`src/rtl/lcd_text_pkg.sv`:
```
// Shared constants, state encoding and character helper for the LCD text buffer.
package lcd_text_pkg;

  localparam int unsigned BYTE_W            = 8;
  localparam int unsigned CHAR_ADDR_W       = 7;
  localparam int unsigned NUM_CHARS_DEFAULT = 32;

  localparam logic [BYTE_W-1:0] STX      = 8'h02;
  localparam logic [BYTE_W-1:0] ETX      = 8'h03;
  localparam logic [BYTE_W-1:0] PAD_CHAR = 8'h20;
  localparam logic [BYTE_W-1:0] SUB_CHAR = 8'h3F;

  localparam logic [3:0] ST_IDLE_ENC = 4'b0001;
  localparam logic [3:0] ST_RECV_ENC = 4'b0010;
  localparam logic [3:0] ST_FILL_ENC = 4'b0100;
  localparam logic [3:0] ST_HOLD_ENC = 4'b1000;

  typedef enum logic [3:0] {
    ST_IDLE = ST_IDLE_ENC,
    ST_RECV = ST_RECV_ENC,
    ST_FILL = ST_FILL_ENC,
    ST_HOLD = ST_HOLD_ENC
  } state_t;

  // Printable ASCII passes through; anything else shows as '?'.
  function automatic logic [BYTE_W-1:0] sanitize_char(input logic [BYTE_W-1:0] b);
    return ((b >= 8'h20) && (b <= 8'h7E)) ? b : SUB_CHAR;
  endfunction

endpackage

```
`src/rtl/lcd_text_ram.sv`:
```
// Double-banked character store: writes go to bank ~sel, registered reads come from bank sel.
module lcd_text_ram
  import lcd_text_pkg::*;
#(
  parameter int unsigned NUM_CHARS = NUM_CHARS_DEFAULT,
  parameter int unsigned ADDR_W    = $clog2(NUM_CHARS)
) (
  input  logic                   clk,
  input  logic                   reset,
  input  logic                   wr_en,
  input  logic [ADDR_W-1:0]      wr_addr,
  input  logic [BYTE_W-1:0]      wr_data,
  input  logic [CHAR_ADDR_W-1:0] rd_addr,
  output logic [BYTE_W-1:0]      rd_data,
  input  logic                   sel_toggle
);

  logic [BYTE_W-1:0] bank0 [NUM_CHARS];
  logic [BYTE_W-1:0] bank1 [NUM_CHARS];
  logic              sel_q;
  logic [ADDR_W-1:0] rd_idx;

  assign rd_idx = rd_addr[ADDR_W-1:0];

  always_ff @(posedge clk or negedge reset) begin
    if (!reset) begin
      sel_q <= 1'b0;
    end else if (sel_toggle) begin
      sel_q <= ~sel_q;
    end
  end

  // A write in the swap cycle still lands in the outgoing write bank.
  always_ff @(posedge clk or negedge reset) begin
    if (!reset) begin
      for (int i = 0; i < int'(NUM_CHARS); i++) begin
        bank0[i] <= PAD_CHAR;
        bank1[i] <= PAD_CHAR;
      end
    end else if (wr_en) begin
      if (sel_q) begin
        bank0[wr_addr] <= wr_data;
      end else begin
        bank1[wr_addr] <= wr_data;
      end
    end
  end

  always_ff @(posedge clk or negedge reset) begin
    if (!reset) begin
      rd_data <= PAD_CHAR;
    end else if (32'(rd_addr) < NUM_CHARS) begin
      rd_data <= sel_q ? bank1[rd_idx] : bank0[rd_idx];
    end else begin
      rd_data <= PAD_CHAR;
    end
  end

endmodule

```
`src/rtl/lcd_text_buffer.sv`:
```
// Frames an STX/ETX byte stream into a padded text page and hands it to the LCD via a bank swap.
module lcd_text_buffer
  import lcd_text_pkg::*;
#(
  parameter int unsigned NUM_CHARS   = NUM_CHARS_DEFAULT,
  parameter int unsigned UPDATE_HOLD = 200000
) (
  input  logic                   clk,
  input  logic                   reset,
  input  logic                   rx_valid,
  input  logic [BYTE_W-1:0]      rx_data,
  input  logic [CHAR_ADDR_W-1:0] char_address,
  output logic [BYTE_W-1:0]      lcd_data,
  output logic                   update,
  output logic                   busy,
  output logic                   overflow
);

  localparam int unsigned ADDR_W = $clog2(NUM_CHARS);
  localparam int unsigned PTR_W  = $clog2(NUM_CHARS + 1);
  localparam int unsigned CNT_W  = $clog2(UPDATE_HOLD + 1);

  state_t              state_q, state_d;
  logic [PTR_W-1:0]    ptr_q, ptr_d;
  logic [CNT_W-1:0]    cnt_q, cnt_d;
  logic                ovf_d, upd_d, busy_d;
  logic                wr_en_c, swap_c;
  logic [BYTE_W-1:0]   wr_data_c;

  always_ff @(posedge clk or negedge reset) begin
    if (!reset) begin
      state_q <= ST_IDLE;
    end else begin
      state_q <= state_d;
    end
  end

  always_ff @(posedge clk or negedge reset) begin
    if (!reset) begin
      ptr_q    <= '0;
      cnt_q    <= '0;
      overflow <= 1'b0;
      update   <= 1'b1;
      busy     <= 1'b0;
    end else begin
      ptr_q    <= ptr_d;
      cnt_q    <= cnt_d;
      overflow <= ovf_d;
      update   <= upd_d;
      busy     <= busy_d;
    end
  end

  always_comb begin
    state_d   = state_q;
    ptr_d     = ptr_q;
    cnt_d     = cnt_q;
    ovf_d     = overflow;
    upd_d     = update;
    wr_en_c   = 1'b0;
    wr_data_c = PAD_CHAR;
    swap_c    = 1'b0;

    case (state_q)
      ST_IDLE: begin
        if (rx_valid && (rx_data == STX)) begin
          ptr_d   = '0;
          ovf_d   = 1'b0;
          state_d = ST_RECV;
        end
      end
      ST_RECV: begin
        if (rx_valid) begin
          if (rx_data == STX) begin
            ptr_d = '0;
            ovf_d = 1'b0;
          end else if (rx_data == ETX) begin
            state_d = ST_FILL;
          end else if (ptr_q < PTR_W'(NUM_CHARS)) begin
            wr_en_c   = 1'b1;
            wr_data_c = sanitize_char(rx_data);
            ptr_d     = ptr_q + PTR_W'(1);
          end else begin
            ovf_d = 1'b1;
          end
        end
      end
      // Last pad write and swap share a cycle; a full frame swaps on its first FILL cycle.
      ST_FILL: begin
        if (ptr_q < PTR_W'(NUM_CHARS)) begin
          wr_en_c = 1'b1;
          ptr_d   = ptr_q + PTR_W'(1);
        end
        if (ptr_q >= PTR_W'(NUM_CHARS - 1)) begin
          swap_c  = 1'b1;
          upd_d   = 1'b0;
          cnt_d   = CNT_W'(UPDATE_HOLD);
          state_d = ST_HOLD;
        end
      end
      ST_HOLD: begin
        if (cnt_q <= CNT_W'(1)) begin
          upd_d   = 1'b1;
          cnt_d   = '0;
          state_d = ST_IDLE;
        end else begin
          cnt_d = cnt_q - CNT_W'(1);
        end
      end
      default: begin
        state_d = ST_IDLE;
      end
    endcase

    busy_d = (state_d == ST_FILL) || (state_d == ST_HOLD);
  end

  lcd_text_ram #(
    .NUM_CHARS (NUM_CHARS),
    .ADDR_W    (ADDR_W)
  ) u_ram (
    .clk        (clk),
    .reset      (reset),
    .wr_en      (wr_en_c),
    .wr_addr    (ptr_q[ADDR_W-1:0]),
    .wr_data    (wr_data_c),
    .rd_addr    (char_address),
    .rd_data    (lcd_data),
    .sel_toggle (swap_c)
  );

endmodule

```
`config.mk`:
```
export PLATFORM = sky130hd
export DESIGN_NAME = lcd_text_buffer
export DESIGN_NICKNAME = d
export VERILOG_FILES = /design/src/rtl/lcd_text_pkg.sv /design/src/rtl/lcd_text_ram.sv /design/src/rtl/lcd_text_buffer.sv
export SDC_FILE = /design/constraint.sdc
export NUM_CORES = 1
export LEC_CHECK = 0
export ABC_AREA = 1
export CORE_UTILIZATION = 55
export CTS_CLUSTER_SIZE = 25
export DETAILED_ROUTE_END_ITERATION = 10
export GPL_TIMING_DRIVEN = 0
export PLACE_DENSITY = 0.71
export SYNTH_ARGS = -nofsm -noshare
export SYNTH_HDL_FRONTEND = slang
export SYNTH_HIERARCHICAL = 1
export SYNTH_SLANG_ARGS = --single-unit
export TNS_END_PERCENT = 100
```
`constraint.sdc`:
```
create_clock -name clk -period 2.67 [get_ports clk]
set_input_delay 0.534 -clock clk [delete_from_list [all_inputs] [get_ports clk]]
set_output_delay 0.534 -clock clk [all_outputs]
set_load 0.02 [all_outputs]
```
==> impl_metrics.py, run 1 <==
metrics = {
    "run_status": {
        "status": "complete, but fails checks",
        "violations": "setup timing",
    },
    "die": {
        "rows": 79,
        "dieArea_mm2": 0.0480,
        "start_util": 0.558,
        "pin_count": 29,
        "die_height_um": 219,
        "fp.coreArea_mm2": 0.0465,
        "die-width_um": 219,
    },
    "synthesis": {
        "seq_area_frac_synth": 0.536,
        "synth_enable_flop_cells": 0,
        "synth_warnings": 6,
        "synth_area_leader_cell": "dfrtp_1",
        "synth_nets": 3312,
        "netlist_area_mm2": 0.0259,
        "synth.distinct_cells": 36,
        "synthTopCellsByCount": "nand2_1 (1294), o21ai_0 (489), dfrtp_1 (485)",
        "synth_cells": 3291,
        "synth.avg_cell_area_um2": 7.87,
        "ys_seq_elements": 552,
        "synth.most_common_cell": "nand2_1",
        "synth_top_area_frac": 0.469,
        "synth-main-ff-cell": "dfrtp_1",
        "synthTopCellsByArea": "dfrtp_1 (47%), nand2_1 (19%), o21ai_0 (9.4%)",
        "synthArstFlopShare": 1.00,
    },
    "sta": {
        "slew-limit-headroom": 0.0445,
        "period_share": 1.04,
        "final_hold_viol_count": 0,
        "finalSetupViolations": 8,
        "layout_min_cycle_time_ns": 2.78,
        "setup_ws_ns": -0.111,
        "grt_setup_unrepaired": "yes",
        "worst_pin_slew_ns": 1.43,
        "max_freq_mhz": 360,
        "fin_tns_setup_ns": -0.412,
        "slew_violations": 0,
        "finClkSkew_ns": 0.0201,
    },
    "clocking": {
        "clock_latency_ns": 0.65,
        "clockBufferDepth": 3,
        "clock-sinks": 552,
        "cts_tree": "built",
        "cts_buffers": 59,
        "path_clk_slew_ns": 0.06,
        "cts_root_buf": "clkbuf_16",
        "h-tree-depth": 2,
    },
    "global_routing": {
        "grt_start_max_net_pins": 125,
        "track_usage": 0.467,
        "grt_antenna_before_repair": 0,
        "grt_pass1_wl_um": 158000,
        "grt_pass1_vias": 23400,
        "overflow": 0,
    },
    "layout": {
        "final_layout_size_suffix_gt1_frac": 0.133,
        "layout.nets": 3417,
        "area_growth_pct": 16.0,
        "finalNonFillerCells": 4054,
    },
    "setup_path": {
        "required_ns": 3.18,
        "cp-start-kind": "primary input",
        "max_stage_delay_ns": 0.66,
        "path_class": "primary input to flip-flop",
        "crit_top_cell": "nand3_1",
        "crit_fanout": 10,
        "worstPathArrival_ns": 3.29,
        "end_kind": "flip-flop",
        "crit_slowest_cell": "clkdlybuf4s50_1",
        "crit_chain": "clkdlybuf4s50_1 -> clkbuf_2 -> buf_2 -> nand3_1 -> nand2_1 -> nand2_1 -> nand3_1 -> nand3_1 -> a21oi_1",
    },
    "detailed_routing": {
        "antenna_left": 0,
        "vias_per_cell": 6.34,
        "num_vias": 25700,
        "drtIter0Drc": 4567,
        "drc": 0,
        "dr.pass1.iters": 6,
        "routed_wl_um": 112000,
        "routedWlPerCell_um": 27.6,
    },
    "placement": {
        "place.gp.congestion": 1.07,
        "dp.cells": 3927,
        "port_buffers": 25,
        "dpl.hpwl_um": 75700,
    },
    "job": {
        "maxCapViolCount": 0,
    },
    "pwr": {
        "ir_worst_vdd_v": 0.000593,
        "power_density_mw_per_mm2": 610,
        "p_leak_nw": 13.3,
    },
    "worst_hold_path": {
        "hold_path.class": "flip-flop to flip-flop",
    },
}
## power by group
group	internal, mW	switching [mW]	leakage, nW
clock network	4.72	3.48	0.949
registers	8.40	0.0387	7.47
logic	0.345	1.35	4.85
## placed cells by master (no fill, tap or decap), drive strengths merged
cell type	n
clkbuf	215
nand2	1302
nand3b	2
a21oi	11
ha	3
nand3	487
clkinvlp	5
dlygate4sd3	1
o21ai	532
o22ai	3
nor2	76
bufinv	1
xnor2	5
conb	1
buf	121
inv	53
xor2	11
o211ai	1
nand4	6
clkdlybuf4s15	9
or2	2
diode	2
dfstp	67
dfrtp	485
clkinv	15
nor3	7
clkdlybuf4s50	24
## cells by family after synthesis
logic type	Yosys count	share of synthesized area
flip-flops	552	0.536
AO/OA/AOI/OAI	547	0.108
adder cells (fa/ha/maj)	3	0.00145
buffers and inverters	290	0.0447
XOR/XNOR	16	0.00541
other	1	0.000145
AND/OR/NAND/NOR	1882	0.304
## stage by stage
stage	power, mW	cell area, µm²	hold WS, ns	worst slack [ns]	utilization
final	18.3	30100	0.472	-0.111	0.647
after global routing	18.7	30100	0.492	-0.0760	0.647
after CTS	18.1	29500	0.472	-0.0365	0.635
after detailed placement	10.0	27000	0.463	-1.39	0.582
after global placement	10.0	26900	0.459	-22.68	0.579
after floorplan	9.21	25900	0.238	0.215	-
## layer usage
| metal | GRT usage | vias up | share of wire |
|---|---|---|---|
| met5 | 0 | - | 0 |
| met4 | 0.315 | 0 | 0.081 |
| met2 | 0.641 | 1889 | 0.40 |
| met1 | 0.620 | 12400 | 0.37 |
| met3 | 0.161 | 443 | 0.15 |
| li1 | - | 11000 | - |
## worst max-delay path, delay by kind of cell
kind,cells,cell delay (ns)
AND/OR/NAND/NOR,5,0.79
buffers and inverters,3,1.58
AO/OA/AOI/OAI,1,0.38
## worst paths after layout
check	start	end	cells after the start	slack, ns
hold reg to reg	update	update	2	0.47
setup reg to reg	ptr_q[1]	u_ram/bank1[180]	6	0.07
min in group asynchronous	reset	u_ram/bank0[137]	2	0.50
setup / recovery	char_address[2]	u_ram/rd_data[3]	9	-0.11
max in group asynchronous	reset	u_ram/bank0[216]	4	0.55
hold / removal	update	update	2	0.47
## state kept, by name, indices dropped and copies added, names as in the netlist
name and count:
u_ram/rd_data 8, u_ram/bank1 256, u_ram/bank0 256, cnt_q 18, ptr_q 6, busy 1, overflow 1, update 1
state_q 4, u_ram/sel_q 1
## final cells by class
type	count	area [µm²]
antenna	2	5.00
multi-input combinational	2449	11300
clock inverter	14	106
buffer	220	1350
sequential	552	13900
inverter	60	249
clock buffer	96	1820
timing repair buffer	54	596
fill	3979	16400
tap	607	759
## what timing repair did
action,4_1_cts,5_1_grt
endpoints found under the hold margin,82,0
cloned,0,12
endpoints found under the setup margin,512,451
setup buffers,1,10
resized for setup,205,192
hold buffers,1,0
pin swaps,0,3
(Power assumes the default switching activity.)
==> run 2: changes to the inputs <==
--- a/config.mk
+++ b/config.mk
@@ -6,6 +6,7 @@
 export NUM_CORES = 1
 export LEC_CHECK = 0
 export ABC_AREA = 1
+export ABC_CLOCK_PERIOD_IN_PS = 2670
 export CORE_UTILIZATION = 55
 export CTS_CLUSTER_SIZE = 25
 export DETAILED_ROUTE_END_ITERATION = 10
==> results of run 2 <==
Same layout as run 1: the final DEF is identical, and so are final timing and power.
